<file path="config.mk">
export PLATFORM = sky130hd
export DESIGN_NAME = gpio_apb_sequencer
export DESIGN_NICKNAME = d
export VERILOG_FILES = /design/src/rtl/gpio_apb_sequencer.sv
export SDC_FILE = /design/constraint.sdc
export NUM_CORES = 1
export LEC_CHECK = 0
export ABC_CLOCK_PERIOD_IN_PS = 2900
export CAP_MARGIN = 40
export CORE_AREA = 2 2 149 151
export CTS_CLUSTER_DIAMETER = 50
export DETAILED_ROUTE_END_ITERATION = 7
export DIE_AREA = 0 0 151 153
export SLEW_MARGIN = 20
export SYNTH_ARGS = -nofsm -noshare
export SYNTH_HDL_FRONTEND = slang
export SYNTH_SLANG_ARGS = --single-unit
</file>
<file path="constraint.sdc">
create_clock -name pclk -period 2.9 [get_ports pclk]
set_clock_uncertainty 0.15 [all_clocks]
set_input_delay 0.58 -clock pclk [delete_from_list [all_inputs] [get_ports pclk]]
set_output_delay 0.58 -clock pclk [all_outputs]
set_load 0.02 [all_outputs]
</file>
<file path="src/rtl/gpio_apb_sequencer.sv">
// APB3 master that loads a GPIO peripheral's configuration registers after a start pulse,
// then services its interrupt (read status, write-1-to-clear) and software write requests.
module gpio_apb_sequencer #(
    parameter int GPIO_PINS  = 32,
    parameter int PADDR_SIZE = 4,
    parameter int TIMEOUT    = 15
) (
    input  logic                    pclk,
    input  logic                    prstn,
    input  logic                    start,
    input  logic [GPIO_PINS-1:0]    cfg_mode,
    input  logic [GPIO_PINS-1:0]    cfg_dir,
    input  logic [GPIO_PINS-1:0]    cfg_out,
    input  logic [GPIO_PINS-1:0]    cfg_trig_type,
    input  logic [GPIO_PINS-1:0]    cfg_trig_lvl0,
    input  logic [GPIO_PINS-1:0]    cfg_trig_lvl1,
    input  logic [GPIO_PINS-1:0]    cfg_irq_ena,
    input  logic                    sw_req,
    input  logic [PADDR_SIZE-1:0]   sw_addr,
    input  logic [GPIO_PINS-1:0]    sw_wdata,
    output logic                    sw_ack,
    output logic                    psel,
    output logic                    penable,
    output logic                    pwrite,
    output logic [PADDR_SIZE-1:0]   paddr,
    output logic [GPIO_PINS-1:0]    pwrdata,
    output logic [GPIO_PINS/8-1:0]  pstrb,
    input  logic                    pready,
    input  logic                    pslverr,
    input  logic [GPIO_PINS-1:0]    prddata,
    input  logic                    irq_o,
    output logic                    cfg_done,
    output logic                    err,
    output logic [GPIO_PINS-1:0]    irq_status,
    output logic                    irq_valid
);

    localparam int STRB_W = GPIO_PINS / 8;
    localparam int TMO_W  = $clog2(TIMEOUT + 1);

    localparam logic [PADDR_SIZE-1:0] A_MODE      = PADDR_SIZE'(0);
    localparam logic [PADDR_SIZE-1:0] A_DIRECTION = PADDR_SIZE'(1);
    localparam logic [PADDR_SIZE-1:0] A_OUTPUT    = PADDR_SIZE'(2);
    localparam logic [PADDR_SIZE-1:0] A_TR_TYPE   = PADDR_SIZE'(4);
    localparam logic [PADDR_SIZE-1:0] A_TR_LVL0   = PADDR_SIZE'(5);
    localparam logic [PADDR_SIZE-1:0] A_TR_LVL1   = PADDR_SIZE'(6);
    localparam logic [PADDR_SIZE-1:0] A_TR_STATUS = PADDR_SIZE'(7);
    localparam logic [PADDR_SIZE-1:0] A_IRQ_ENA   = PADDR_SIZE'(8);

    localparam logic [2:0] S_IDLE    = 3'd0;
    localparam logic [2:0] S_SETUP   = 3'd1;
    localparam logic [2:0] S_ACCESS  = 3'd2;
    localparam logic [2:0] S_RUN     = 3'd3;
    localparam logic [2:0] S_IRQ_RD  = 3'd4;
    localparam logic [2:0] S_IRQ_CLR = 3'd5;

    logic [2:0]            r_state,      w_state;
    logic [2:0]            r_idx,        w_idx;
    logic                  r_is_sw,      w_is_sw;
    logic [TMO_W-1:0]      r_tmo_cnt,    w_tmo_cnt;
    logic                  r_psel,       w_psel;
    logic                  r_penable,    w_penable;
    logic                  r_pwrite,     w_pwrite;
    logic [PADDR_SIZE-1:0] r_paddr,      w_paddr;
    logic [GPIO_PINS-1:0]  r_pwrdata,    w_pwrdata;
    logic [STRB_W-1:0]     r_pstrb,      w_pstrb;
    logic                  r_sw_ack,     w_sw_ack;
    logic                  r_cfg_done,   w_cfg_done;
    logic                  r_err,        w_err;
    logic [GPIO_PINS-1:0]  r_irq_status, w_irq_status;
    logic                  r_irq_valid,  w_irq_valid;

    logic [2:0]            w_next_idx;
    logic [PADDR_SIZE-1:0] w_cfg_addr;
    logic [GPIO_PINS-1:0]  w_cfg_data;
    logic                  w_tmo_hit;

    assign w_next_idx = (r_state == S_IDLE) ? 3'd0 : (r_idx + 3'd1);
    assign w_tmo_hit  = (r_tmo_cnt == TMO_W'(TIMEOUT - 1));

    // Address/data of the configuration write selected by the next index.
    always_comb begin
        w_cfg_addr = A_MODE;
        w_cfg_data = cfg_mode;
        case (w_next_idx)
            3'd0:    begin w_cfg_addr = A_MODE;      w_cfg_data = cfg_mode;      end
            3'd1:    begin w_cfg_addr = A_DIRECTION; w_cfg_data = cfg_dir;       end
            3'd2:    begin w_cfg_addr = A_OUTPUT;    w_cfg_data = cfg_out;       end
            3'd3:    begin w_cfg_addr = A_TR_TYPE;   w_cfg_data = cfg_trig_type; end
            3'd4:    begin w_cfg_addr = A_TR_LVL0;   w_cfg_data = cfg_trig_lvl0; end
            3'd5:    begin w_cfg_addr = A_TR_LVL1;   w_cfg_data = cfg_trig_lvl1; end
            3'd6:    begin w_cfg_addr = A_IRQ_ENA;   w_cfg_data = cfg_irq_ena;   end
            default: begin w_cfg_addr = A_MODE;      w_cfg_data = cfg_mode;      end
        endcase
    end

    // Sequencer next-state and next-output logic; all APB outputs are registered.
    always_comb begin
        w_state      = r_state;
        w_idx        = r_idx;
        w_is_sw      = r_is_sw;
        w_tmo_cnt    = r_tmo_cnt;
        w_psel       = r_psel;
        w_penable    = r_penable;
        w_pwrite     = r_pwrite;
        w_paddr      = r_paddr;
        w_pwrdata    = r_pwrdata;
        w_pstrb      = r_pstrb;
        w_sw_ack     = 1'b0;
        w_cfg_done   = r_cfg_done;
        w_err        = r_err;
        w_irq_status = r_irq_status;
        w_irq_valid  = 1'b0;
        case (r_state)
            S_IDLE: begin
                w_psel    = 1'b0;
                w_penable = 1'b0;
                if (start) begin
                    w_state   = S_SETUP;
                    w_idx     = 3'd0;
                    w_is_sw   = 1'b0;
                    w_psel    = 1'b1;
                    w_pwrite  = 1'b1;
                    w_paddr   = w_cfg_addr;
                    w_pwrdata = w_cfg_data;
                    w_pstrb   = '1;
                end else begin
                    w_state = S_IDLE;
                end
            end
            S_SETUP: begin
                w_state   = S_ACCESS;
                w_penable = 1'b1;
                w_tmo_cnt = '0;
            end
            S_ACCESS: begin
                if (pready) begin
                    w_err = r_err | pslverr;
                    if (r_is_sw) begin
                        w_state   = S_RUN;
                        w_psel    = 1'b0;
                        w_penable = 1'b0;
                        w_sw_ack  = 1'b1;
                    end else if (r_idx == 3'd6) begin
                        w_state    = S_RUN;
                        w_psel     = 1'b0;
                        w_penable  = 1'b0;
                        w_cfg_done = 1'b1;
                    end else begin
                        w_state   = S_SETUP;
                        w_idx     = w_next_idx;
                        w_penable = 1'b0;
                        w_paddr   = w_cfg_addr;
                        w_pwrdata = w_cfg_data;
                    end
                end else if (w_tmo_hit) begin
                    w_state   = S_IDLE;
                    w_psel    = 1'b0;
                    w_penable = 1'b0;
                    w_err     = 1'b1;
                end else begin
                    w_tmo_cnt = r_tmo_cnt + TMO_W'(1);
                end
            end
            S_RUN: begin
                w_psel    = 1'b0;
                w_penable = 1'b0;
                // r_sw_ack masks the requester's still-high sw_req in the ack cycle.
                if (irq_o) begin
                    w_state  = S_IRQ_RD;
                    w_psel   = 1'b1;
                    w_pwrite = 1'b0;
                    w_paddr  = A_TR_STATUS;
                    w_pstrb  = '0;
                end else if (sw_req && !r_sw_ack) begin
                    w_state   = S_SETUP;
                    w_is_sw   = 1'b1;
                    w_psel    = 1'b1;
                    w_pwrite  = 1'b1;
                    w_paddr   = sw_addr;
                    w_pwrdata = sw_wdata;
                    w_pstrb   = '1;
                end else begin
                    w_state = S_RUN;
                end
            end
            S_IRQ_RD: begin
                if (!r_penable) begin
                    w_penable = 1'b1;
                    w_tmo_cnt = '0;
                end else if (pready) begin
                    w_err        = r_err | pslverr;
                    w_irq_status = prddata;
                    w_irq_valid  = 1'b1;
                    w_state      = S_IRQ_CLR;
                    w_penable    = 1'b0;
                    w_pwrite     = 1'b1;
                    w_pwrdata    = prddata;
                    w_pstrb      = '1;
                end else if (w_tmo_hit) begin
                    w_state   = S_IDLE;
                    w_psel    = 1'b0;
                    w_penable = 1'b0;
                    w_err     = 1'b1;
                end else begin
                    w_tmo_cnt = r_tmo_cnt + TMO_W'(1);
                end
            end
            S_IRQ_CLR: begin
                if (!r_penable) begin
                    w_penable = 1'b1;
                    w_tmo_cnt = '0;
                end else if (pready) begin
                    w_err     = r_err | pslverr;
                    w_state   = S_RUN;
                    w_psel    = 1'b0;
                    w_penable = 1'b0;
                end else if (w_tmo_hit) begin
                    w_state   = S_IDLE;
                    w_psel    = 1'b0;
                    w_penable = 1'b0;
                    w_err     = 1'b1;
                end else begin
                    w_tmo_cnt = r_tmo_cnt + TMO_W'(1);
                end
            end
            default: begin
                w_state   = S_IDLE;
                w_psel    = 1'b0;
                w_penable = 1'b0;
            end
        endcase
    end

    // State and output registers.
    always_ff @(posedge pclk or negedge prstn) begin
        if (!prstn) begin
            r_state      <= S_IDLE;
            r_idx        <= 3'd0;
            r_is_sw      <= 1'b0;
            r_tmo_cnt    <= '0;
            r_psel       <= 1'b0;
            r_penable    <= 1'b0;
            r_pwrite     <= 1'b0;
            r_paddr      <= '0;
            r_pwrdata    <= '0;
            r_pstrb      <= '0;
            r_sw_ack     <= 1'b0;
            r_cfg_done   <= 1'b0;
            r_err        <= 1'b0;
            r_irq_status <= '0;
            r_irq_valid  <= 1'b0;
        end else begin
            r_state      <= w_state;
            r_idx        <= w_idx;
            r_is_sw      <= w_is_sw;
            r_tmo_cnt    <= w_tmo_cnt;
            r_psel       <= w_psel;
            r_penable    <= w_penable;
            r_pwrite     <= w_pwrite;
            r_paddr      <= w_paddr;
            r_pwrdata    <= w_pwrdata;
            r_pstrb      <= w_pstrb;
            r_sw_ack     <= w_sw_ack;
            r_cfg_done   <= w_cfg_done;
            r_err        <= w_err;
            r_irq_status <= w_irq_status;
            r_irq_valid  <= w_irq_valid;
        end
    end

    assign psel       = r_psel;
    assign penable    = r_penable;
    assign pwrite     = r_pwrite;
    assign paddr      = r_paddr;
    assign pwrdata    = r_pwrdata;
    assign pstrb      = r_pstrb;
    assign sw_ack     = r_sw_ack;
    assign cfg_done   = r_cfg_done;
    assign err        = r_err;
    assign irq_status = r_irq_status;
    assign irq_valid  = r_irq_valid;

endmodule

</file>
==> reports/metrics.cfg, run 1 <==
[setup_path]
path_cells = inv_1 > ha_1 > or3_2 > buf_4 > a21oi_1 > nor4_1 > o32ai_1
worst-endpoint-arrival_ns = 2.66
path_delay_family = simple AND/OR/NAND/NOR gates
worstSetupStartpointType = flop
cpPeakStageDelay_ns = 0.67
cp_required_ns = 2.98
crit_path_end_kind = flop
cp.buffers_inverters = 2
timing.setup.critical_path_class = flop to flop
crit_path_max_fanout = 13
cp_slowest_cell = sky130_fd_sc_hd__or3_2
reg_to_reg_slack_setup_ns = 0.32

[synthesis]
synth_seq_cells = 86
synth_area_leaders = sky130_fd_sc_hd__dfrtp_1 (36%), sky130_fd_sc_hd__nand2_1 (9.0%), sky130_fd_sc_hd__nor2_1 (8.8%), sky130_fd_sc_hd__mux2_2 (7.0%), sky130_fd_sc_hd__a21oi_1 (6.5%)
post-synth-top-count-cell = sky130_fd_sc_hd__nand2_1
synth.yosys.seq_area_share_pct = 36.08
synth_async_sr_flop_share_pct = 100.0
synth_area_per_cell_um2 = 7.627
synth.cells.most_frequent = sky130_fd_sc_hd__nand2_1 (143), sky130_fd_sc_hd__nor2_1 (140), sky130_fd_sc_hd__dfrtp_1 (86), sky130_fd_sc_hd__a21oi_1 (78), sky130_fd_sc_hd__clkbuf_1 (50)
ys_dominant_reg_cell = sky130_fd_sc_hd__dfrtp_1
yosysWarnings = 0
post-synth-top-area-fraction_pct = 36.08
post_synth_num_cell_types = 47
post_syn_instances = 782
netlist.top_cell.by_area = sky130_fd_sc_hd__dfrtp_1
count_of_flip_flops_with_a_built_in_enable_after_synthesis = 0
synth.cell_area_um2 = 5964
mappedNetlistNets = 1085

[clock_tree]
ctsHtreeMaxLevel = 3
cts_setup_buffers = 0
ctsLongestPathBuffers = 2
worstSkewPairLatency_ns = 0.35
cts.sink_count = 86
path_clk_slew_ns = 0.07
cts_root_buffer = sky130_fd_sc_hd__clkbuf_16
hold_buffers = 0
cts_tree = built
post_cts_resize_count = 0
cts_inserted_buffers = 9

[routing]
drt_iter0_drc = 394
num_vias = 7391
drc_errors = 0
routed_wl_um = 29530
detail_route.first_pass.iterations = 5
wire_per_inst_um = 20.83
avgViaCountPerCell = 5.212
ant_nets = 0

[floorplan]
die_y_um = 153
core_area_um2 = 21490
die_area_um2 = 23100
initial_util_pct = 27.76
die_x_um = 151
core.rowCount = 54
floorplan.io_pins = 378

[job]
drv.max_cap_violation_count = 0

[layout]
nNetsFinal = 1436
layout_cell_share_with_drive_strength_beyond_1_pct = 9.754
multi_input_area_um2 = 3523
nFillCells = 2156
area.sequential_um2 = 2152
layout-area-overhead-vs-synth_pct = 76.59
final_cell_count_no_fill = 1418
antenna_cells = 0

[sta]
drv_slew = 0
slew_of_the_pin_with_the_lowest_slew_margin_ns = 0.5904
totalNegativeSetupSlack_ns = 0
fin_worst_hold_slack_ns = 0.1275
hold_vio_cnt_final = 0
period_share_pct = 89.05
min_period_ns = 2.582
setup_viol = 0
max_clock_freq_mhz = 387.2
slew_headroom_pct = 60.64
unrepaired_setup_endpoints_after_global_routing = false

[place]
hpwlAfterDp_um = 22240
globalplace.congestion = 0.8768
placement.io_buffers = 377
dp.cells = 1402

[grt]
antenna_violations_before_repair = 1
all_layer_global_routing_usage_pct = 24.81
wire_length_of_the_first_global_routing_pass_um = 43160
maximum_number_of_pins_on_one_net_before_global_route_repair = 87
first_global_vias = 7474
global_route.overflow_total = 0

[pwr]
worst_ir_drop_vdd_mv = 0.5307
leakage_component_of_the_power_nw = 4.259
pwr_density_cell_nw_per_um2 = 982.8

[status]
status = finished clean

[worst_hold_path]
hold_path_class = primary input to asynchronous set/reset pin

==> cells by family (layout without fill, tap and decap cells) <==
family,count (synthesis),count (layout),synth area share (%)
flops,86,86,36.08
fa+ha+maj,4,4,0.8391
xor+xnor,3,3,0.5665
mux,37,37,6.986
compound gates,213,213,23.81
simple gates,355,355,25.66
buf+inv,84,440,6.063
==> state kept, by name, summed over array words and instances (netlist names) <==
register and cells:
irq_status 32, pwrdata 32, paddr 4, r_tmo_cnt 4
r_idx 3, r_state 3, cfg_done 1, err 1
irq_valid 1, penable 1, psel 1, pstrb 1
r_is_sw 1, sw_ack 1
==> where the power goes <==
part | total [W] | switching, W | internal [W] | leakage, nW
sequential | 0.00212 | 0.000344 | 0.00177 | 1.08
combinational | 0.00703 | 0.00392 | 0.00311 | 3.04
clock | 0.00121 | 0.000514 | 0.000692 | 0.142
==> final cells by class <==
type | count | share of cell area, %
Clock buffer | 11 | 2.305
Clock inverter | 5 | 0.5583
Inverter | 5 | 0.1782
Multi-Input combinational cell | 612 | 33.45
Sequential cell | 86 | 20.43
Tap cell | 280 | 3.326
Timing Repair Buffer | 419 | 39.75
==> cell usage in the layout (no fill, tap or decap), types with 3 or more instances in the layout <==
cell type	count
sky130_fd_sc_hd__dfrtp_1	86
sky130_fd_sc_hd__a21oi_1	78
sky130_fd_sc_hd__a21o_1	3
sky130_fd_sc_hd__o32ai_1	32
sky130_fd_sc_hd__buf_4	35
sky130_fd_sc_hd__nand2b_1	3
sky130_fd_sc_hd__nor3_1	3
sky130_fd_sc_hd__nor2_1	140
sky130_fd_sc_hd__a31oi_1	3
sky130_fd_sc_hd__buf_12	8
sky130_fd_sc_hd__o22ai_1	34
sky130_fd_sc_hd__a221oi_1	32
sky130_fd_sc_hd__nand2_1	142
sky130_fd_sc_hd__mux2_2	37
sky130_fd_sc_hd__nor2b_1	8
sky130_fd_sc_hd__ha_1	4
sky130_fd_sc_hd__nor4_1	32
sky130_fd_sc_hd__clkdlybuf4s50_1	376
sky130_fd_sc_hd__clkbuf_16	9
sky130_fd_sc_hd__nand3_1	4
sky130_fd_sc_hd__o31ai_1	5
sky130_fd_sc_hd__o21ai_0	12
sky130_fd_sc_hd__inv_1	5
==> stage by stage <==
step                setup slack [ns]  util, %  power (W)  instance area, um2
finish                        0.3177    49.02    0.01035               10530
global route                  0.1820    49.02    0.01104               10530
CTS                           0.3343    49.02    0.01041               10530
detailed placement            0.1766    47.62   0.009157               10230
global placement              0.2246    47.62   0.009070               10230
floorplan                     0.5835        -   0.005941                5964
==> worst paths after layout <==
check,start,endpoint,cells past startpoint
max,r_idx[0],pwrdata[4],7
min,prstn,r_tmo_cnt[2],2
max reg2reg,r_idx[0],pwrdata[4],7
min reg2reg,cfg_done,cfg_done,1
max in group asynchronous,prstn,irq_status[7],2
min in group pclk,cfg_done,cfg_done,1
==> metal layers <==
layer | global-route usage, % | up-vias | wire length, um
li1 | - | 3511 | -
met1 | 29.54 | 3496 | 11700
met2 | 43.87 | 333 | 14750
met3 | 5.373 | 49 | 2276
met4 | 8.322 | 2 | 799
met5 | 0 | - | 13
No activity file was read; power rests on OpenSTA's default activity.
==> run 2: changes to the inputs <==
CORE_AREA = not set   (was 2 2 149 151)
CORE_MARGIN = 2   (was not set)
CORE_UTILIZATION = 25   (was not set)
DIE_AREA = not set   (was 0 0 151 153)
==> run 2 against run 1 <==
Total power grew 0.42%; design area is 0.37% higher; die area grew 8.7%; global-route usage decreased by 2.1 points; highest routed layer is now met4.
==> reports/metrics.cfg, run 2 (synthesized netlist as in run 1, its figures left out) <==
[status]
status = finished clean

[setup_path]
worstSetupStartpointType = flop
critical_path.startpoint = r_idx[0]
cpPeakStageDelay_ns = 0.57  ; -0.10 ns
reg_to_reg_slack_setup_ns = 0.24  ; -0.08 ns
worst-endpoint-arrival_ns = 2.75  ; +0.09 ns
crit_path_max_fanout = 32  ; +19
path_cells = inv_1 > ha_1 > or2_2 > nor2_1 > nor3_4 > buf_12 > nor2_1 > o32ai_1
crit_path_frequent_cell = sky130_fd_sc_hd__nor2_1
cp_required_ns = 2.99  ; about the same
cp_slowest_cell = sky130_fd_sc_hd__or2_2
crit_path_end_kind = flop
timing.rr.start = r_idx[0]
r2r_end = pwrdata[7]
timing.setup.critical_path_class = flop to flop
reg2regPathDepth = 8  ; +1

[clock_tree]
hold_buffers = 0  ; unchanged
ctsLongestPathBuffers = 2  ; unchanged
cts_setup_buffers = 0  ; unchanged
post_cts_resize_count = 0  ; unchanged
ctsHtreeMaxLevel = 3  ; unchanged
cts.sink_count = 86  ; unchanged
path_clk_slew_ns = 0.07  ; about the same
worstSkewPairLatency_ns = 0.35  ; about the same
cts_tree = built
cts_root_buffer = sky130_fd_sc_hd__clkbuf_16
cts_inserted_buffers = 9  ; unchanged

[worst_hold_path]
hold_path_class = primary input to asynchronous set/reset pin

[layout]
layout_common_cells = sky130_fd_sc_hd__clkdlybuf4s50_1 (376), sky130_fd_sc_hd__nand2_1 (142), sky130_fd_sc_hd__nor2_1 (140)
layout-area-overhead-vs-synth_pct = 77.24
layout_cell_share_with_drive_strength_beyond_1_pct = 9.123  ; -0.63 points
nNetsFinal = 1427  ; -0.63%
postLayoutCoreUtil_pct = 45.04  ; -4.0 points
antenna_cells = 0  ; unchanged
final_cell_count_no_fill = 1448  ; +2.1%
final_common_cell = sky130_fd_sc_hd__clkdlybuf4s50_1

[routing]
drc_errors = 0  ; unchanged
wire_per_inst_um = 20.64  ; -0.88%
detail_route.first_pass.iterations = 5  ; unchanged
ant_nets = 0  ; unchanged
drt_iter0_drc = 445  ; +13%
num_vias = 7472  ; +1.1%
avgViaCountPerCell = 5.160  ; -1.0%
routed_wl_um = 29890  ; +1.2%

[floorplan]
die_area_um2 = 25110  ; +8.7%
floorplan.io_pins = 378  ; unchanged
die_y_um = 158.5  ; +3.6%
core_area_um2 = 23470  ; +9.2%
core.rowCount = 56  ; +3.7%
initial_util_pct = 25.41  ; -2.3 points
die_x_um = 158.5  ; +4.9%

[pwr]
pwr_density_cell_nw_per_um2 = 983.3  ; about the same
p_clk_share_pct = 12.9  ; +1.2 points
worst_ir_drop_vdd_mv = 0.4743  ; -11%
power_frac_seq_pct = 20.8  ; +0.3 points
power_report.internal_total_w = 0.005600  ; +0.42%
comb_power_share_pct = 66.3  ; -1.6 points
leakage_component_of_the_power_nw = 4.246  ; -0.30%
net_load_switching_power_w = 0.004795  ; +0.42%
power.total_w = 0.01040  ; +0.42%
switching_share_pct = 46.13  ; about the same

[grt]
all_layer_global_routing_usage_pct = 22.75  ; -2.1 points
global_route.overflow_total = 0  ; unchanged
wire_length_of_the_first_global_routing_pass_um = 42790  ; -0.85%
first_global_vias = 7300  ; -2.3%
maximum_number_of_pins_on_one_net_before_global_route_repair = 59  ; -32%
antenna_violations_before_repair = 0  ; -1

[sta]
drv_slew = 0  ; unchanged
unrepaired_setup_endpoints_after_global_routing = false
period_share_pct = 91.76  ; +2.7 points
slew_of_the_pin_with_the_lowest_slew_margin_ns = 0.6415  ; +0.05104 ns
max_clock_freq_mhz = 375.8  ; -3.0%
layout_setup_ws_ns = 0.2391  ; -0.07862 ns
setup_viol = 0  ; unchanged
min_period_ns = 2.661  ; +0.07862 ns
slew_headroom_pct = 57.24  ; -3.4 points
totalNegativeSetupSlack_ns = 0  ; unchanged
hold_vio_cnt_final = 0  ; unchanged

[place]
placement.io_buffers = 377  ; unchanged
dp.cells = 1432  ; +2.1%
globalplace.congestion = 0.8281  ; -5.6%
hpwlAfterDp_um = 22130  ; -0.48%
post-place-ws_ns = 0.1762  ; -0.0004450 ns

[job]
drv.max_cap_violation_count = 0  ; unchanged

run 2: per-layer routing:
metal	global-route usage, %	wire length, um
met4	6.650	586
met2	40.27	15150
met5	0	0
met1	27.40	11950
met3	5.416	2207
run 2: how the worst max path moves through the flow:
| stage | end | slack (ns) | cells after the start |
|---|---|---|---|
| floorplan | pwrdata[21] | 0.58 | 10 |
| global placement | pwrdata[6] | 0.22 | 8 |
| detailed placement | pwrdata[6] | 0.18 | 8 |
| CTS | pwrdata[7] | 0.23 | 8 |
| global route | pwrdata[11] | 0.005 | 8 |
| finish | pwrdata[7] | 0.24 | 8 |
run 2: layout make-up:
class / instances / area (um2)
clock buffer: 11 / 252.7
clock inverter: 5 / 81.33
fill: 2356 / 12900
inverter: 5 / 18.77
multi-input combinational: 612 / 3523
sequential: 86 / 2152
tap: 319 / 399.1
timing repair buffer: 410 / 4144
run 2: power by group through the flow:
stage | combinational [W] | clock (W) | sequential (W)
finish | 0.00689 | 0.00134 | 0.00216
floorplan | 0.00329 | 0 | 0.00265
global route | 0.00741 | 0.00142 | 0.00224
detailed placement | 0.00691 | 0 | 0.00218
global placement | 0.00686 | 0 | 0.00215
CTS | 0.00693 | 0.00139 | 0.00216
run 2: critical path: cells and delay by family, from the launching register on:
family / cells / cell delay (ns)
flops: 1 / 0.34
compound gates: 1 / 0.26
buf+inv: 2 / 0.33
simple gates: 4 / 0.95
fa+ha+maj: 1 / 0.48
run 2: stage by stage:
| step | cell area [um2] | hold WS, ns |
|---|---|---|
| 2_1_floorplan | 5964 | 0.1344 |
| 3_5_place_dp | 10240 | 0.3216 |
| 6_report | 10570 | 0.04257 |
| 4_1_cts | 10570 | 0.06741 |
| 3_3_place_gp | 10240 | 0.3150 |
| 5_1_grt | 10570 | 0.08048 |
==> run 3: changes to the inputs <==
CORE_AREA = 2 2 149 151   (was not set)
CORE_MARGIN = not set   (was 2)
CORE_UTILIZATION = not set   (was 25)
DIE_AREA = 0 0 151 153   (was not set)
PLACE_DENSITY = 0.7   (was not set)
==> run 3 against run 2 <==
Flip-flop and latch count did not move; total power decreased by 0.73%; fmax is essentially flat; non-clock buffer count grew 6; routed wire length down 2.7%; hold slack better by 0.00089 ns; die area fell by 8.0%; cell count down 2.1%; register-to-register slack about the same; critical endpoint is now pwrdata[18]; highest routed layer unchanged.
==> reports/metrics.cfg, run 3 (synthesized netlist as in run 1, its figures left out) <==
[status]
status = finished clean

[sta]
max_clock_freq_mhz = 375.9  ; about the same
min_period_ns = 2.661  ; -0.0004220 ns
slew_of_the_pin_with_the_lowest_slew_margin_ns = 0.5512  ; -0.09024 ns
setup_viol = 0  ; unchanged
totalNegativeSetupSlack_ns = 0  ; unchanged
hold_vio_cnt_final = 0  ; unchanged
drv_slew = 0  ; unchanged
unrepaired_setup_endpoints_after_global_routing = false
period_share_pct = 91.74  ; about the same
slew_headroom_pct = 62.86  ; +5.6 points
layout_setup_ws_ns = 0.2395  ; +0.0004220 ns

[layout]
layout_cell_share_with_drive_strength_beyond_1_pct = 9.604  ; +0.48 points
nNetsFinal = 1433  ; +0.42%
final_common_cell = sky130_fd_sc_hd__clkdlybuf4s50_1
layout-area-overhead-vs-synth_pct = 76.57
layout_common_cells = sky130_fd_sc_hd__clkdlybuf4s50_1 (376), sky130_fd_sc_hd__nand2_1 (142), sky130_fd_sc_hd__nor2_1 (140)

[grt]
maximum_number_of_pins_on_one_net_before_global_route_repair = 67  ; +14%
all_layer_global_routing_usage_pct = 24.56  ; +1.8 points
grt_most_used_layer = met2
gr-usage-met2_pct = 41.86  ; +1.6 points
global_route.overflow_total = 0  ; unchanged
grtUsageMet3_pct = 5.373  ; -0.043 points
first_global_vias = 7490  ; +2.6%
gr-usage-met1_pct = 29.73  ; +2.3 points
antenna_violations_before_repair = 2  ; +2
wire_length_of_the_first_global_routing_pass_um = 43080  ; +0.68%

[floorplan]
die_area_um2 = 23100  ; -8.0%
core.rowCount = 54  ; -3.6%
die_x_um = 151  ; -4.7%
initial_util_pct = 27.76  ; +2.3 points
core_area_um2 = 21490  ; -8.5%
floorplan.io_pins = 378  ; unchanged
die_y_um = 153  ; -3.4%

[setup_path]
cp.buffers_inverters = 3  ; +1
crit_path_max_fanout = 66  ; +110%
cp_slowest_cell = sky130_fd_sc_hd__dfrtp_1
path_delay_family = buffers and inverters
worst-endpoint-arrival_ns = 2.77  ; +0.02 ns
crit_path_end_kind = flop
crit_path_frequent_cell = sky130_fd_sc_hd__buf_4
cp_required_ns = 3.01  ; +0.02 ns
worstSetupStartpointType = flop
path_cells = buf_4 > ha_1 > xnor2_4 > buf_12 > nand2_1 > a21oi_1 > nor4_1 > buf_4 > o32ai_1
cpPeakStageDelay_ns = 0.39  ; -0.18 ns
timing.setup.critical_path_class = flop to flop

[clock_tree]
cts_root_buffer = sky130_fd_sc_hd__clkbuf_16
worstSkewPairLatency_ns = 0.35  ; about the same
cts.sink_count = 86  ; unchanged
cts_tree = built
path_clk_slew_ns = 0.08  ; about the same
ctsLongestPathBuffers = 2  ; unchanged
cts_inserted_buffers = 9  ; unchanged
ctsHtreeMaxLevel = 3  ; unchanged

[place]
hpwlAfterDp_um = 21820  ; -1.4%
globalplace.congestion = 0.8967  ; +8.3%
placement.io_buffers = 377  ; unchanged
post-place-ws_ns = 0.06960  ; -0.1066 ns

[pwr]
net_load_switching_power_w = 0.004802  ; +0.13%
power_report.internal_total_w = 0.005517  ; -1.5%
worst_ir_drop_vdd_mv = 0.6223  ; +31%
switching_share_pct = 46.53  ; +0.40 points
comb_power_share_pct = 67.6  ; +1.3 points
leakage_component_of_the_power_nw = 4.266  ; +0.47%
pwr_density_cell_nw_per_um2 = 979.8  ; -0.35%
power_frac_seq_pct = 20.5  ; -0.3 points
p_clk_share_pct = 11.9  ; -1.0 points

[routing]
wire_per_inst_um = 20.53  ; -0.57%
num_vias = 7596  ; +1.7%
detail_route.first_pass.iterations = 5  ; unchanged
drt_iter0_drc = 491  ; +10%
drc_errors = 0  ; unchanged
routed_wl_um = 29090  ; -2.7%
ant_nets = 0  ; unchanged
avgViaCountPerCell = 5.361  ; +3.9%

[worst_hold_path]
hold_path_class = primary input to asynchronous set/reset pin

[job]
drv.max_cap_violation_count = 0  ; unchanged

run 3: final timing paths:
kind / endpoint / slack, ns / from / cells past startpoint
max in group asynchronous: irq_status[4] / 1.86 / prstn / 2
setup reg to reg: pwrdata[18] / 0.24 / r_idx[0] / 9
hold / removal: r_tmo_cnt[3] / 0.04 / prstn / 1
hold reg to reg: cfg_done / 0.32 / cfg_done / 1
setup / recovery: pwrdata[18] / 0.24 / r_idx[0] / 9
min in group pclk: cfg_done / 0.32 / cfg_done / 1
run 3: power groups by stage:
| stage | logic (W) | registers [W] | clock network (W) |
|---|---|---|---|
| finish | 0.00698 | 0.00211 | 0.00123 |
| global route | 0.00753 | 0.00218 | 0.00130 |
| CTS | 0.00699 | 0.00211 | 0.00127 |
| detailed placement | 0.00697 | 0.00212 | 0 |
| global placement | 0.00689 | 0.00211 | 0 |
| floorplan | 0.00329 | 0.00265 | 0 |
run 3: cell type report:
cell class	count	area (um2)
antenna	2	5.005
clock buffer	9	225.2
clock inverter	7	78.83
fill	2095	10950
inverter	5	18.77
multi-input combinational	612	3530
sequential	86	2152
tap	280	350.3
timing repair buffer	416	4172
run 3: repair_timing:
item	in CTS	in global routing
hold buffers	0	0
endpoints found under the setup margin	0	2
setup buffers	0	0
resized for setup	0	2
run 3: per-layer routing:
metal	up-vias	routed length, um
met3	62	2396
met1	3636	11540
li1	3513	-
met5	-	0
met4	0	997
met2	385	14150
run 3: per-stage QoR:
step | instance area, um2 | power (W) | std cells | hold WS, ns | utilization, %
6_report | 10530 | 0.01032 | 1417 | 0.04346 | 49.02
5_1_grt | 10530 | 0.01100 | 1417 | 0.08178 | 49.02
4_1_cts | 10490 | 0.01036 | 1414 | 0.04807 | 48.84
3_3_place_gp | 10190 | 0.009004 | 1398 | 0.3017 | 47.42
3_5_place_dp | 10190 | 0.009093 | 1398 | 0.3161 | 47.42
2_1_floorplan | 5964 | 0.005941 | 782 | 0.1344 | -
